`config.mk`:
```
export PLATFORM = sky130hd
export DESIGN_NAME = lsu_mem_master_flat
export DESIGN_NICKNAME = d
export VERILOG_FILES = /design/src/rtl/lsu_mem_master_pkg.sv /design/src/rtl/lsu_mem_master_if.sv /design/src/rtl/lsu_mem_master_align.sv /design/src/rtl/lsu_mem_master.sv /design/src/flat_wrapper.sv
export SDC_FILE = /design/constraint.sdc
export NUM_CORES = 1
export LEC_CHECK = 0
export CAP_MARGIN = 20
export CORE_MARGIN = 4
export CORE_UTILIZATION = 48
export DETAILED_ROUTE_END_ITERATION = 10
export HOLD_SLACK_MARGIN = 0.03
export PLACE_DENSITY = 0.81
export SETUP_SLACK_MARGIN = 0.05
export SYNTH_ARGS = -nofsm -noshare
export SYNTH_HDL_FRONTEND = slang
export SYNTH_SLANG_ARGS = --single-unit
```
`constraint.sdc`:
```
create_clock -name clk -period 5.2 [get_ports clk]
set_clock_uncertainty 0.15 [all_clocks]
set_input_delay 1.04 -clock clk [delete_from_list [all_inputs] [get_ports clk]]
set_output_delay 1.04 -clock clk [all_outputs]
set_load 0.005 [all_outputs]
```
`src/rtl/lsu_mem_master_pkg.sv`:
```
// -----------------------------------------------------------------------------
// lsu_pkg
// Shared types and default sizing for the load/store unit memory master.
//   size_t  : CPU access size encoding (2'b11 is not a legal size)
//   state_t : sequencing states of the memory master
//   LSU_BASE_ADDR / LSU_DEPTH_WORDS : default placement of the data window
// -----------------------------------------------------------------------------
`timescale 1ns/1ps
package lsu_pkg;

    typedef enum logic [1:0] {
        SZ_BYTE = 2'b00,
        SZ_HALF = 2'b01,
        SZ_WORD = 2'b10
    } size_t;

    typedef enum logic [1:0] {
        IDLE,
        READ,
        WRITE,
        RESP
    } state_t;

    localparam logic [31:0] LSU_BASE_ADDR   = 32'h3E0;
    localparam int unsigned LSU_DEPTH_WORDS = 128;

endpackage

```
`src/rtl/lsu_mem_master_if.sv`:
```
// -----------------------------------------------------------------------------
// lsu_mem_master_if
// Bundles the CPU request/response handshake and the word-wide memory port.
//   master modport : the load/store unit (drives req_ready, resp_*, WE/RE/A/WD)
//   slave  modport : the CPU + memory side (drives req_*, RD)
// req_size carries an lsu_pkg::size_t encoding; it is kept as a raw 2-bit
// vector so the illegal 2'b11 code can travel on the bus and be rejected.
// -----------------------------------------------------------------------------
`timescale 1ns/1ps
interface lsu_mem_master_if;

    logic        req_valid;
    logic        req_ready;
    logic        req_we;
    logic [1:0]  req_size;
    logic        req_unsigned;
    logic [31:0] req_addr;
    logic [31:0] req_wdata;

    logic        resp_valid;
    logic [31:0] resp_rdata;
    logic        resp_err;

    logic        WE;
    logic        RE;
    logic [31:0] A;
    logic [31:0] WD;
    logic [31:0] RD;

    modport master (
        input  req_valid, req_we, req_size, req_unsigned, req_addr, req_wdata, RD,
        output req_ready, resp_valid, resp_rdata, resp_err, WE, RE, A, WD
    );

    modport slave (
        output req_valid, req_we, req_size, req_unsigned, req_addr, req_wdata, RD,
        input  req_ready, resp_valid, resp_rdata, resp_err, WE, RE, A, WD
    );

endinterface

```
`src/rtl/lsu_mem_master_align.sv`:
```
// -----------------------------------------------------------------------------
// lsu_align
// Purely combinational little-endian lane handling.
//   size        in  2  access size (size_t encoding)
//   is_unsigned in  1  zero-extend loads when 1, sign-extend when 0
//   lane        in  2  byte offset within the word (addr[1:0])
//   mem_word    in  32 word read from memory
//   st_data     in  32 right-aligned store data
//   ld_data     out 32 selected lane, right-aligned and extended
//   st_word     out 32 mem_word with the addressed lane(s) replaced by st_data
// -----------------------------------------------------------------------------
`timescale 1ns/1ps
module lsu_align
    import lsu_pkg::*;
(
    input  logic [1:0]  size,
    input  logic        is_unsigned,
    input  logic [1:0]  lane,
    input  logic [31:0] mem_word,
    input  logic [31:0] st_data,
    output logic [31:0] ld_data,
    output logic [31:0] st_word
);

    logic [7:0]  byte_sel;
    logic [15:0] half_sel;

    always_comb begin
        byte_sel = mem_word[7:0];
        case (lane)
            2'd0: byte_sel = mem_word[7:0];
            2'd1: byte_sel = mem_word[15:8];
            2'd2: byte_sel = mem_word[23:16];
            2'd3: byte_sel = mem_word[31:24];
            default: byte_sel = mem_word[7:0];
        endcase
        // Halfwords are only ever issued aligned, so lane[1] picks the half.
        half_sel = lane[1] ? mem_word[31:16] : mem_word[15:0];
    end

    always_comb begin
        ld_data = mem_word;
        case (size)
            SZ_BYTE: ld_data = {{24{~is_unsigned & byte_sel[7]}}, byte_sel};
            SZ_HALF: ld_data = {{16{~is_unsigned & half_sel[15]}}, half_sel};
            default: ld_data = mem_word;
        endcase
    end

    always_comb begin
        st_word = mem_word;
        case (size)
            SZ_BYTE: begin
                case (lane)
                    2'd0: st_word = {mem_word[31:8], st_data[7:0]};
                    2'd1: st_word = {mem_word[31:16], st_data[7:0], mem_word[7:0]};
                    2'd2: st_word = {mem_word[31:24], st_data[7:0], mem_word[15:0]};
                    2'd3: st_word = {st_data[7:0], mem_word[23:0]};
                    default: st_word = mem_word;
                endcase
            end
            SZ_HALF: st_word = lane[1] ? {st_data[15:0], mem_word[15:0]}
                                       : {mem_word[31:16], st_data[15:0]};
            default: st_word = st_data;
        endcase
    end

endmodule

```
`src/rtl/lsu_mem_master.sv`:
```
// -----------------------------------------------------------------------------
// lsu_mem_master
// Initiator side of the data-memory port. Accepts byte/half/word loads and
// stores addressed by byte offset, drives a word-wide memory port and does
// read-modify-write for sub-word stores. One request is in flight at a time.
//   clk  in   system clock, rising edge
//   rst  in   asynchronous active-high reset
//   bus  master modport of lsu_mem_master_if:
//        req_valid/req_ready/req_we/req_size/req_unsigned/req_addr/req_wdata
//        resp_valid/resp_rdata/resp_err
//        WE/RE/A/WD (registered) and RD (combinational from A and RE)
// Sequencing: IDLE -> READ -> RESP          (load)
//             IDLE -> READ -> WRITE -> RESP (sub-word store)
//             IDLE -> WRITE -> RESP         (word store)
//             IDLE -> RESP                  (misaligned / out-of-range)
// -----------------------------------------------------------------------------
`timescale 1ns/1ps
module lsu_mem_master
    import lsu_pkg::*;
#(
    parameter logic [31:0] BASE_ADDR   = LSU_BASE_ADDR,
    parameter int unsigned DEPTH_WORDS = LSU_DEPTH_WORDS
) (
    input  logic             clk,
    input  logic             rst,
    lsu_mem_master_if.master bus
);

    localparam logic [31:0] BYTE_LIMIT = 32'(4 * DEPTH_WORDS);

    state_t      state_q, state_d;
    logic        we_q, we_d;
    logic        re_q, re_d;
    logic [31:0] a_q, a_d;
    logic [31:0] wd_q, wd_d;
    logic        resp_valid_q, resp_valid_d;
    logic        resp_err_q, resp_err_d;
    logic [31:0] resp_rdata_q, resp_rdata_d;

    // Request fields captured at acceptance.
    logic        op_we_q, op_we_d;
    logic [1:0]  op_size_q, op_size_d;
    logic        op_uns_q, op_uns_d;
    logic [1:0]  op_lane_q, op_lane_d;
    logic [31:0] op_wdata_q, op_wdata_d;

    logic        accept;
    logic        misaligned;
    logic        out_of_range;
    logic [31:0] word_addr;
    logic [31:0] ld_data;
    logic [31:0] st_word;

    assign bus.req_ready  = (state_q == IDLE) && !rst;
    assign bus.resp_valid = resp_valid_q;
    assign bus.resp_err   = resp_err_q;
    assign bus.resp_rdata = resp_rdata_q;
    assign bus.WE         = we_q;
    assign bus.RE         = re_q;
    assign bus.A          = a_q;
    assign bus.WD         = wd_q;

    assign accept       = bus.req_valid && (state_q == IDLE);
    assign out_of_range = bus.req_addr >= BYTE_LIMIT;
    assign word_addr    = BASE_ADDR + {2'b00, bus.req_addr[31:2]};

    always_comb begin
        misaligned = 1'b1;
        case (bus.req_size)
            SZ_BYTE: misaligned = 1'b0;
            SZ_HALF: misaligned = bus.req_addr[0];
            SZ_WORD: misaligned = |bus.req_addr[1:0];
            default: misaligned = 1'b1;
        endcase
    end

    // The lane logic always looks at RD; its outputs are only consumed in READ,
    // which is the only state where RE is high and RD is meaningful.
    lsu_align u_align (
        .size        (op_size_q),
        .is_unsigned (op_uns_q),
        .lane        (op_lane_q),
        .mem_word    (bus.RD),
        .st_data     (op_wdata_q),
        .ld_data     (ld_data),
        .st_word     (st_word)
    );

    always_comb begin
        state_d      = state_q;
        we_d         = 1'b0;
        re_d         = 1'b0;
        a_d          = a_q;
        wd_d         = wd_q;
        resp_valid_d = 1'b0;
        resp_err_d   = 1'b0;
        resp_rdata_d = resp_rdata_q;
        op_we_d      = op_we_q;
        op_size_d    = op_size_q;
        op_uns_d     = op_uns_q;
        op_lane_d    = op_lane_q;
        op_wdata_d   = op_wdata_q;

        case (state_q)
            IDLE: begin
                if (accept) begin
                    op_we_d    = bus.req_we;
                    op_size_d  = bus.req_size;
                    op_uns_d   = bus.req_unsigned;
                    op_lane_d  = bus.req_addr[1:0];
                    op_wdata_d = bus.req_wdata;
                    if (misaligned || out_of_range) begin
                        // Rejected requests never touch the memory port.
                        state_d      = RESP;
                        resp_valid_d = 1'b1;
                        resp_err_d   = 1'b1;
                        resp_rdata_d = 32'h0;
                    end else if (bus.req_we && (bus.req_size == SZ_WORD)) begin
                        state_d = WRITE;
                        we_d    = 1'b1;
                        a_d     = word_addr;
                        wd_d    = bus.req_wdata;
                    end else begin
                        state_d = READ;
                        re_d    = 1'b1;
                        a_d     = word_addr;
                    end
                end
            end
            READ: begin
                if (op_we_q) begin
                    state_d = WRITE;
                    we_d    = 1'b1;
                    wd_d    = st_word;
                end else begin
                    state_d      = RESP;
                    resp_valid_d = 1'b1;
                    resp_rdata_d = ld_data;
                end
            end
            WRITE: begin
                state_d      = RESP;
                resp_valid_d = 1'b1;
                resp_rdata_d = 32'h0;
            end
            RESP: begin
                state_d = IDLE;
            end
            default: begin
                state_d = IDLE;
            end
        endcase
    end

    always_ff @(posedge clk or posedge rst) begin
        if (rst) begin
            state_q      <= IDLE;
            we_q         <= 1'b0;
            re_q         <= 1'b0;
            a_q          <= BASE_ADDR;
            wd_q         <= 32'h0;
            resp_valid_q <= 1'b0;
            resp_err_q   <= 1'b0;
            resp_rdata_q <= 32'h0;
            op_we_q      <= 1'b0;
            op_size_q    <= 2'b00;
            op_uns_q     <= 1'b0;
            op_lane_q    <= 2'b00;
            op_wdata_q   <= 32'h0;
        end else begin
            state_q      <= state_d;
            we_q         <= we_d;
            re_q         <= re_d;
            a_q          <= a_d;
            wd_q         <= wd_d;
            resp_valid_q <= resp_valid_d;
            resp_err_q   <= resp_err_d;
            resp_rdata_q <= resp_rdata_d;
            op_we_q      <= op_we_d;
            op_size_q    <= op_size_d;
            op_uns_q     <= op_uns_d;
            op_lane_q    <= op_lane_d;
            op_wdata_q   <= op_wdata_d;
        end
    end

endmodule

```
`src/flat_wrapper.sv`:
```
// flat-port wrapper written by rule: the top's interface ports become plain ports
module lsu_mem_master_flat import lsu_pkg::*;
#(
    parameter logic [31:0] BASE_ADDR   = LSU_BASE_ADDR,
    parameter int unsigned DEPTH_WORDS = LSU_DEPTH_WORDS
)
  (clk, rst, bus_req_valid, bus_req_we, bus_req_size, bus_req_unsigned, bus_req_addr, bus_req_wdata, bus_RD, bus_req_ready, bus_resp_valid, bus_resp_rdata, bus_resp_err, bus_WE, bus_RE, bus_A, bus_WD);
  lsu_mem_master_if bus_i ();
  input  logic clk;
  input  logic rst;
  input wire logic [$bits(bus_i.req_valid)-1:0] bus_req_valid;
  input wire logic [$bits(bus_i.req_we)-1:0] bus_req_we;
  input wire logic [$bits(bus_i.req_size)-1:0] bus_req_size;
  input wire logic [$bits(bus_i.req_unsigned)-1:0] bus_req_unsigned;
  input wire logic [$bits(bus_i.req_addr)-1:0] bus_req_addr;
  input wire logic [$bits(bus_i.req_wdata)-1:0] bus_req_wdata;
  input wire logic [$bits(bus_i.RD)-1:0] bus_RD;
  output wire logic [$bits(bus_i.req_ready)-1:0] bus_req_ready;
  output wire logic [$bits(bus_i.resp_valid)-1:0] bus_resp_valid;
  output wire logic [$bits(bus_i.resp_rdata)-1:0] bus_resp_rdata;
  output wire logic [$bits(bus_i.resp_err)-1:0] bus_resp_err;
  output wire logic [$bits(bus_i.WE)-1:0] bus_WE;
  output wire logic [$bits(bus_i.RE)-1:0] bus_RE;
  output wire logic [$bits(bus_i.A)-1:0] bus_A;
  output wire logic [$bits(bus_i.WD)-1:0] bus_WD;
  assign bus_i.req_valid = bus_req_valid;
  assign bus_i.req_we = bus_req_we;
  assign bus_i.req_size = bus_req_size;
  assign bus_i.req_unsigned = bus_req_unsigned;
  assign bus_i.req_addr = bus_req_addr;
  assign bus_i.req_wdata = bus_req_wdata;
  assign bus_i.RD = bus_RD;
  assign bus_req_ready = bus_i.req_ready;
  assign bus_resp_valid = bus_i.resp_valid;
  assign bus_resp_rdata = bus_i.resp_rdata;
  assign bus_resp_err = bus_i.resp_err;
  assign bus_WE = bus_i.WE;
  assign bus_RE = bus_i.RE;
  assign bus_A = bus_i.A;
  assign bus_WD = bus_i.WD;
  lsu_mem_master #(.BASE_ADDR(BASE_ADDR), .DEPTH_WORDS(DEPTH_WORDS)) u_core (.clk(clk), .rst(rst), .bus(bus_i));
endmodule
```
* Word-level counts from Yosys, hierarchy flattened
Index checks and enable logic that the tools add are counted.
Operators by class: $add $sub $neg 1, multipliers 0, divide/modulo/power cells 0, order comparisons 1, equality and inequality tests 15, shift operators 0, muxes and demuxes 35, bitwise gates (word level) 4, reductions and logical operators 16
Operators by type and width (number):
- $mux 32 | 8
- $pmux 32 s2 | 3
- $pmux 32 s4 | 1
- $pmux 32 s3 | 1
- $ge 32x10->1 const B | 1
- $pmux 8 s4 | 1
- $add 10x30->31 const A | 1
- $mux 16 | 1
- $mux 1 | 13
- $eq 2x2->1 const B | 5
- $eq 2x1->1 const B | 4
- $logic_not 2->1 | 4
- $ne 2x2->1 const B | 4
- $pmux 2 s4 | 1
- $mux 2 | 3
- $pmux 1 s3 | 2
- $reduce_and 5->1 | 1
- $ne 2x1->1 const B | 2
- $reduce_and 4->1 | 1
- $logic_and 1x1->1 | 3
- $reduce_and 3->1 | 1
- $reduce_bool 3->1 | 1
- $and 1x1->1 | 2
- $not 1->1 | 2
- other kinds (6) | 6
Word-level totals: bits in registers 140, bits in latches 0, RAM bits 0, memory bits (read-only) 0, input port bits 103, output and inout port bits 101, memories 0

* Longest topological paths before layout
Gate-level depths: netlist of run 1.
depth in word-level cells 6, gate-level depth with buffers 8

* Hierarchy
A second synthesis of run 1 with hierarchy kept.
Unflattened totals: cell total of the unflattened synthesis 822, area, all modules 8479.4 sq um
By module, submodules not included:
- lsu_mem_master | times used 1, cells each 586, area an instance 6825.3 sq um, sequential area each 3484.6 sq um
- lsu_align | times used 1, cells each 236, area an instance 1654.1 sq um, sequential area each 0.0 sq um

* Worst setup path after synthesis of run 1
OpenSTA, ideal clock, no wires.
path kind input-to-reg, start point input bus_req_addr[12], end point register u_core.wd_q[12] (netlist: u_core.bus.WD[12]), setup time 128 ps, arrival time 2683 ps, slack 2239 ps, cell stages on the path 6, cells stage by stage nor4_1 nand4_1 nor4_4 a31oi_4 buf_6 mux2_1
Between the ends: longest elaborated chain between the ends 4
RTL lines:
- from (decl) | RTL line flat_wrapper.sv:15 | input wire logic [$bits(bus_i.req_addr)-1:0] bus_req_addr;
- $ge 32x10->1 | RTL line lsu_mem_master.sv:64 | assign out_of_range = bus.req_addr >= BYTE_LIMIT;
- $logic_or 1x1->1 | RTL line lsu_mem_master.sv:112 | if (misaligned || out_of_range) begin
- $ne 2x2->1 (no line)
- $reduce_and 5->1 (no line)
- to (signal assigned) | RTL line lsu_mem_master.sv:175 | wd_q <= wd_d;
- to (decl) | RTL line lsu_mem_master.sv:35 | logic [31:0] wd_q, wd_d;
No other way between the ends. A chain may end at the register's enable or synchronous reset.

* Worst setup path after layout of run 1
start point input bus_req_addr[9], end point register u_core.resp_rdata_q[14] (netlist: u_core.bus.resp_rdata[14])
Between the ends: longest elaborated chain between the ends 4
RTL lines:
- $ge 32x10->1 | RTL line lsu_mem_master.sv:64
- $logic_or 1x1->1 | RTL line lsu_mem_master.sv:112
- $ne 2x2->1 (no line)
- $reduce_and 4->1 (no line)
- to (signal assigned) | RTL line lsu_mem_master.sv:178 | resp_rdata_q <= resp_rdata_d;
- to (decl) | RTL line lsu_mem_master.sv:38 | logic [31:0] resp_rdata_q, resp_rdata_d;
No other way between the ends.

==> flow_summary.toml, run 1 <==
[run_status]
status = "completed"

[detailed_routing]
drt_iter0_drc = 479
dr_total_vias = 5971
first_pass_iters = 7
drtAntennaViolNets = 0
wl_per_cell_um = 19.6
drc = 0
viasPerCell = 5.65
wl_mm = 20.7

[sta]
hold_violations = 0
fin_ws_ns = 1.60
slew-limit-headroom_pct = 34.1
setup_viol = 0
fin_crit_ns = 3.60
hold_ws_ns = 0.332
fin_setup_tns_ns = 0
final.period_utilization_pct = 69.2
tightest_slew_ns = 0.989
rsz0062_at_grt = "false"
slew_violations = 0
max_freq_mhz = 278

[yosys]
synth_cell_types = 49
synth_area_mm2 = 0.00707
synth_warnings = 0
synth-seq-cells = 139
synthFlopType = "dfrtp_1"
netlist.area_leader.share_pct = 47.5
synth-seq-area-share_pct = 49.3
synth_edf_count = 0
syn_avg_cell_area_um2 = 10.5
synthTopCellsByArea = "dfrtp_1 47%, mux2_2 8.4%, mux2i_1 5.2%"
synthArstFlopShare_pct = 100
synthMostInstantiatedCell = "dfrtp_1"
syn-num-nets = 780
synth_common_cells = "134 x dfrtp_1, 65 x o21ai_0, 53 x mux2_2, 50 x nand2_1, 49 x inv_1"
syn_inst = 672
yosysTopAreaCell = "dfrtp_1"

[worst_setup_path]
worst-path-buf-inv = 2
path_delay_family = "simple AND/OR/NAND/NOR gates"
arrival_ns = 3.75
crit_path_top_delay_cell = "nor3_1"
cp_cell_sequence = "clkdlybuf4s50_1 -> nor4_1 -> nand4_1 -> nor3_1 -> o2bb2ai_4 -> buf_4 -> mux2_2"
worstSetupStartpoint = "bus_req_addr[9]"
start_kind = "input pin"
slowest_delay_ns = 0.63
path_max_fanout = 19
endpoint_kind = "register"
critPathKind = "in2reg"
r2r_start = "u_core.op_size_q[0]$_DFFE_PP0P_"
cp.required_ns = 5.35

[pwr]
seqPwrFrac_pct = 32.7
combPwrFrac_pct = 44.3
p_int_w = 0.00361
leakage_nw = 4.41
pwr-share-clk_pct = 23.1
vdd_ir_drop_max_mv = 0.348
p_per_area_mw_per_mm2 = 565
p_switching_w = 0.00196
sw_frac_of_total_pct = 35.2

[cts]
post_cts_buffers = 0
cts.htree.levels = 4
clock_latency_ns = 0.42
clkTransAtPathRegs_ns = 0.06
cts_tree = "yes"
clock-root-buffer = "clkbuf_16"
cts.sinks = 139
ctsResizeCount = 0
cts_buffer_depth = 2
numCtsBuffers = 17
postCtsHoldBufs = 0

[placement]
dp_hpwl_mm = 14.9
gp_congestion = 0.944
place_ws_ns = 1.22
portBuffers = 202

[global_route]
grtUsageTotal_pct = 24.5
met2_usage_pct = 38.8
grt_first_pass_wirelength_mm = 31.6
grt_pass1_vias = 5661
use_met3_pct = 5.36
grt_max_degree = 110
use_met1_pct = 33.0
top_usage_layer = "met2"
overflow = 0
antenna_found_initial = 0

[floorplan]
num_rows = 44
die-height_um = 129
dieArea_mm2 = 0.0167
die_w_um = 129
core_mm2 = 0.0145
start_util_pct = 48.8
io_pins = 204

[min_path]
min-delay-start = "u_core.op_wdata_q[16]$_DFFE_PP0P_"
hold_path_class = "reg2reg"

[finish]
areaGrowthSynthToFinish_pct = 39.6
diodes = 0
fin_nets = 969
drive_above_1_share_pct = 14.3

[job]
maxCapViolCount = 0
==> flip-flops by register name, summed over array words and instances, names as in the netlist <==
signal                 flops
u_core.bus.A              31
u_core.bus.RE              1
u_core.bus.WD             32
u_core.bus.WE              1
u_core.bus.resp_err        1
u_core.bus.resp_rdata     32
u_core.bus.resp_valid      1
u_core.op_lane_q           2
u_core.op_size_q           2
u_core.op_uns_q            1
u_core.op_wdata_q         32
u_core.op_we_q             1
u_core.state_q             2
==> metrics by stage <==
step,area [µm²],total power (W),utilization (%),std cells
6_report,9870,0.00557,68.1,1057
5_1_grt,9870,0.00589,68.1,1057
4_1_cts,9870,0.00558,68.1,1057
3_5_place_dp,9240,0.00427,63.8,1026
3_3_place_gp,9230,0.00420,63.8,1025
2_1_floorplan,7070,0.00323,-,672
==> final cells by class <==
class	count	area, µm²
Inverter	49	189
Timing Repair Buffer	213	2100
Fill cell	1088	4610
Clock buffer	21	460
Sequential cell	139	3480
Clock inverter	10	165
Multi-Input combinational cell	441	3230
Tap cell	184	230
==> power by group through the flow <==
stage / logic (W) / registers (W) / clock network [W]
after floorplan: 0.00151 / 0.00172 / 0
after global placement: 0.00239 / 0.00181 / 0
after detailed placement: 0.00245 / 0.00182 / 0
after CTS: 0.00246 / 0.00181 / 0.00130
after global routing: 0.00266 / 0.00187 / 0.00135
final: 0.00247 / 0.00182 / 0.00129
==> tightest hold or removal path, delay by kind of cell (launching register included) <==
family	cells	cell delay, ns
AO/OA/AOI/OAI	1	0.06
AND/OR/NAND/NOR	1	0.04
flip-flops	1	0.34
==> routing by layer <==
layer	wire length [µm]	part of all wire, %
met2	9950	48
met5	0	0
met1	8630	42
met3	1430	6.9
met4	714	3.4
==> worst paths after layout <==
kind | to | slack [ns] | cells after the start
max | u_core.bus.resp_rdata[14]$_DFFE_PP0P_ | 1.60 | 7
min | u_core.op_wdata_q[16]$_DFFE_PP0P_ | 0.33 | 2
max reg2reg | u_core.bus.WD[0]$_DFFE_PP0P_ | 2.21 | 6
min reg2reg | u_core.op_wdata_q[16]$_DFFE_PP0P_ | 0.33 | 2
max in group asynchronous | u_core.bus.resp_rdata[4]$_DFFE_PP0P_ | 2.84 | 3
min in group asynchronous | u_core.bus.A[2]$_DFFE_PP0P_ | 1.05 | 2
==> placed cells by master, fill, tap and decap left out, types with 3 or more instances in the layout <==
master,count
clkdlybuf4s50_1,202
dfrtp_1,134
o21ai_0,65
mux2_2,53
nand2_1,49
inv_1,48
mux2i_1,37
nor2_1,32
a21oi_1,26
nor2b_1,22
o22ai_1,19
mux2_4,18
and2_1,18
clkbuf_16,17
buf_4,11
mux2_1,10
nand2b_1,9
a211oi_1,9
a41oi_1,8
and3_1,8
a222oi_1,7
nor3_1,6
nor4_1,5
dfstp_2,5
a22o_1,4
a221oi_1,4
ha_1,4
bufinv_16,4
o21a_1,3
nand3_1,3
clkinvlp_4,3
==> cell families (layout without fill, tap and decap cells) <==
| kind of cell | count (synthesis) | count (layout) | synth area share, % |
|---|---|---|---|
| mux | 118 | 118 | 19.1 |
| xor+xnor | 2 | 2 | 0.248 |
| fa+ha+maj | 5 | 5 | 0.885 |
| simple gates | 159 | 159 | 11.3 |
| flops | 139 | 139 | 49.3 |
| compound gates | 156 | 156 | 13.7 |
| other cells | 1 | 1 | 0.0531 |
| buf+inv | 92 | 293 | 5.37 |
No activity file was read; power rests on OpenSTA's default activity.
==> inputs of run 2 (changes only) <==
==> constraint.sdc (replaced) <==
create_clock -name clk -period 3.4 [get_ports clk]
set_clock_uncertainty 0.15 [all_clocks]
set_input_delay 0.68 -clock clk [delete_from_list [all_inputs] [get_ports clk]]
set_output_delay 0.68 -clock clk [all_outputs]
set_load 0.005 [all_outputs]
==> flow_summary.toml, run 2 (synthesis results as in run 1) <==
[sta]
fin_ws_ns = 0.552
fin_crit_ns = 2.85
slew-limit-headroom_pct = 38.8
fin_setup_tns_ns = 0
final.period_utilization_pct = 83.8
rsz0062_at_grt = "false"
tightest_slew_ns = 0.917
hold_ws_ns = 0.325
setup_viol = 0
hold_violations = 0
max_freq_mhz = 351
slew_violations = 0

[pwr]
pwr-share-clk_pct = 23.2
seqPwrFrac_pct = 32.0
sw_frac_of_total_pct = 35.1
p_int_w = 0.00563
leakage_nw = 4.47
finalPower_w = 0.00867
p_switching_w = 0.00304
vdd_ir_drop_max_mv = 0.502
combPwrFrac_pct = 44.8
p_per_area_mw_per_mm2 = 869

[detailed_routing]
drtAntennaViolNets = 0
drt_iter0_drc = 595
first_pass_iters = 8
dr_total_vias = 5939
wl_per_cell_um = 19.7
wl_mm = 21.0
viasPerCell = 5.58
drc = 0

[cts]
cts_tree = "yes"
cts.htree.levels = 4
clkTransAtPathRegs_ns = 0.06
post_cts_buffers = 0
postCtsHoldBufs = 0
clock_latency_ns = 0.43
cts.sinks = 139
ctsResizeCount = 0
cts_buffer_depth = 2
clock-root-buffer = "clkbuf_16"
numCtsBuffers = 17

[worst_setup_path]
cp_cell_sequence = "inv_1 -> ha_1 -> inv_1 -> nor2_1 -> clkdlybuf4s50_1"
path_max_fanout = 5
r2r_end = "u_core.bus.resp_rdata[3]$_DFFE_PP0P_"
critPathKind = "reg2out"
worst-path-buf-inv = 3
path_delay_family = "buffers and inverters"
crit_path_end = "bus_req_ready"
setup.reg_to_reg.worst_slack_ns = 0.84
cp.required_ns = 2.57
arrival_ns = 2.02
start_kind = "register"
slowest_delay_ns = 0.50
crit_top_cell = "inv_1"
r2r_cells = 6
r2r_start = "u_core.op_lane_q[1]$_DFFE_PP0P_"
crit_cells = 5
endpoint_kind = "output port"
crit_path_top_delay_cell = "clkdlybuf4s50_1"
worstSetupStartpoint = "u_core.state_q[0]$_DFFE_PP0P_"

[finish]
fin_nets = 977
areaGrowthSynthToFinish_pct = 41.2
layout_commonest_cell = "clkdlybuf4s50_1"
diodes = 0
layout_common_cells = "202 x clkdlybuf4s50_1, 134 x dfrtp_1, 65 x o21ai_0, 53 x mux2_2, 49 x nand2_1"
drive_above_1_share_pct = 15.2

[global_route]
antenna_found_initial = 0
use_met1_pct = 33.7
grt_first_pass_wirelength_mm = 32.5
overflow = 0
top_usage_layer = "met2"
grt_max_degree = 97
use_met3_pct = 5.73
met2_usage_pct = 40.3
grt_pass1_vias = 5800
grtUsageTotal_pct = 25.4

[floorplan]
start_util_pct = 48.8
die-height_um = 129
io_pins = 204
core_mm2 = 0.0145
num_rows = 44
dieArea_mm2 = 0.0167
die_w_um = 129

[placement]
portBuffers = 202
place_ws_ns = 0.230
dp_hpwl_mm = 15.2
gp_congestion = 0.960

[job]
maxCapViolCount = 0

[min_path]
hold_path_class = "reg2reg"
min-delay-start = "u_core.op_wdata_q[29]$_DFFE_PP0P_"

[run_status]
status = "completed"
## run 2: worst min-delay path, stage by stage (launching register included)
cell     delay [ns]
dfrtp_1        0.34
nand2_1        0.04
o21ai_0        0.06
## run 2: layout make-up
| class | count | area [µm²] |
|---|---|---|
| repair buffers | 221 | 2200 |
| multi-input cells | 441 | 3230 |
| flip-flops and latches | 139 | 3480 |
| inverters | 49 | 188 |
| clock buffers | 18 | 439 |
| well taps | 184 | 230 |
| clock inverters | 12 | 198 |
| fillers | 1128 | 4510 |
## run 2: power groups by stage
stage | logic, W | registers, W | clock network (W)
after floorplan | 0.00230 | 0.00263 | 0
after global placement | 0.00375 | 0.00275 | 0
after detailed placement | 0.00383 | 0.00278 | 0
after CTS | 0.00387 | 0.00276 | 0.00202
after global routing | 0.00419 | 0.00285 | 0.00210
final | 0.00388 | 0.00278 | 0.00201
## run 2: worst min path at each step
stage	end	slack, ns	depth (start not counted)
after floorplan	u_core.op_wdata_q[16]$_DFFE_PP0P_	0.29	2
after global placement	u_core.op_wdata_q[19]$_DFFE_PP0P_	0.31	2
after detailed placement	u_core.op_wdata_q[29]$_DFFE_PP0P_	0.32	2
after CTS	u_core.op_wdata_q[29]$_DFFE_PP0P_	0.33	2
after global routing	u_core.op_wdata_q[16]$_DFFE_PP0P_	0.35	2
final	u_core.op_wdata_q[29]$_DFFE_PP0P_	0.32	2
## run 2: metrics by stage
step	instance area (µm²)	cells	util, %
6_report	9970	1064	68.9
5_1_grt	9970	1064	68.9
4_1_cts	9970	1064	68.9
3_5_place_dp	9340	1034	64.5
3_3_place_gp	9340	1034	64.5
2_1_floorplan	7070	672	-
## run 2: metal layers
layer / routed length, µm / part of all wire (%) / vias up
met5: 0 / 0 / -
met4: 656 / 3.1 / 0
met3: 1580 / 7.5 / 51
met2: 10200 / 48 / 262
met1: 8590 / 41 / 2872
li1: - / - / 2754
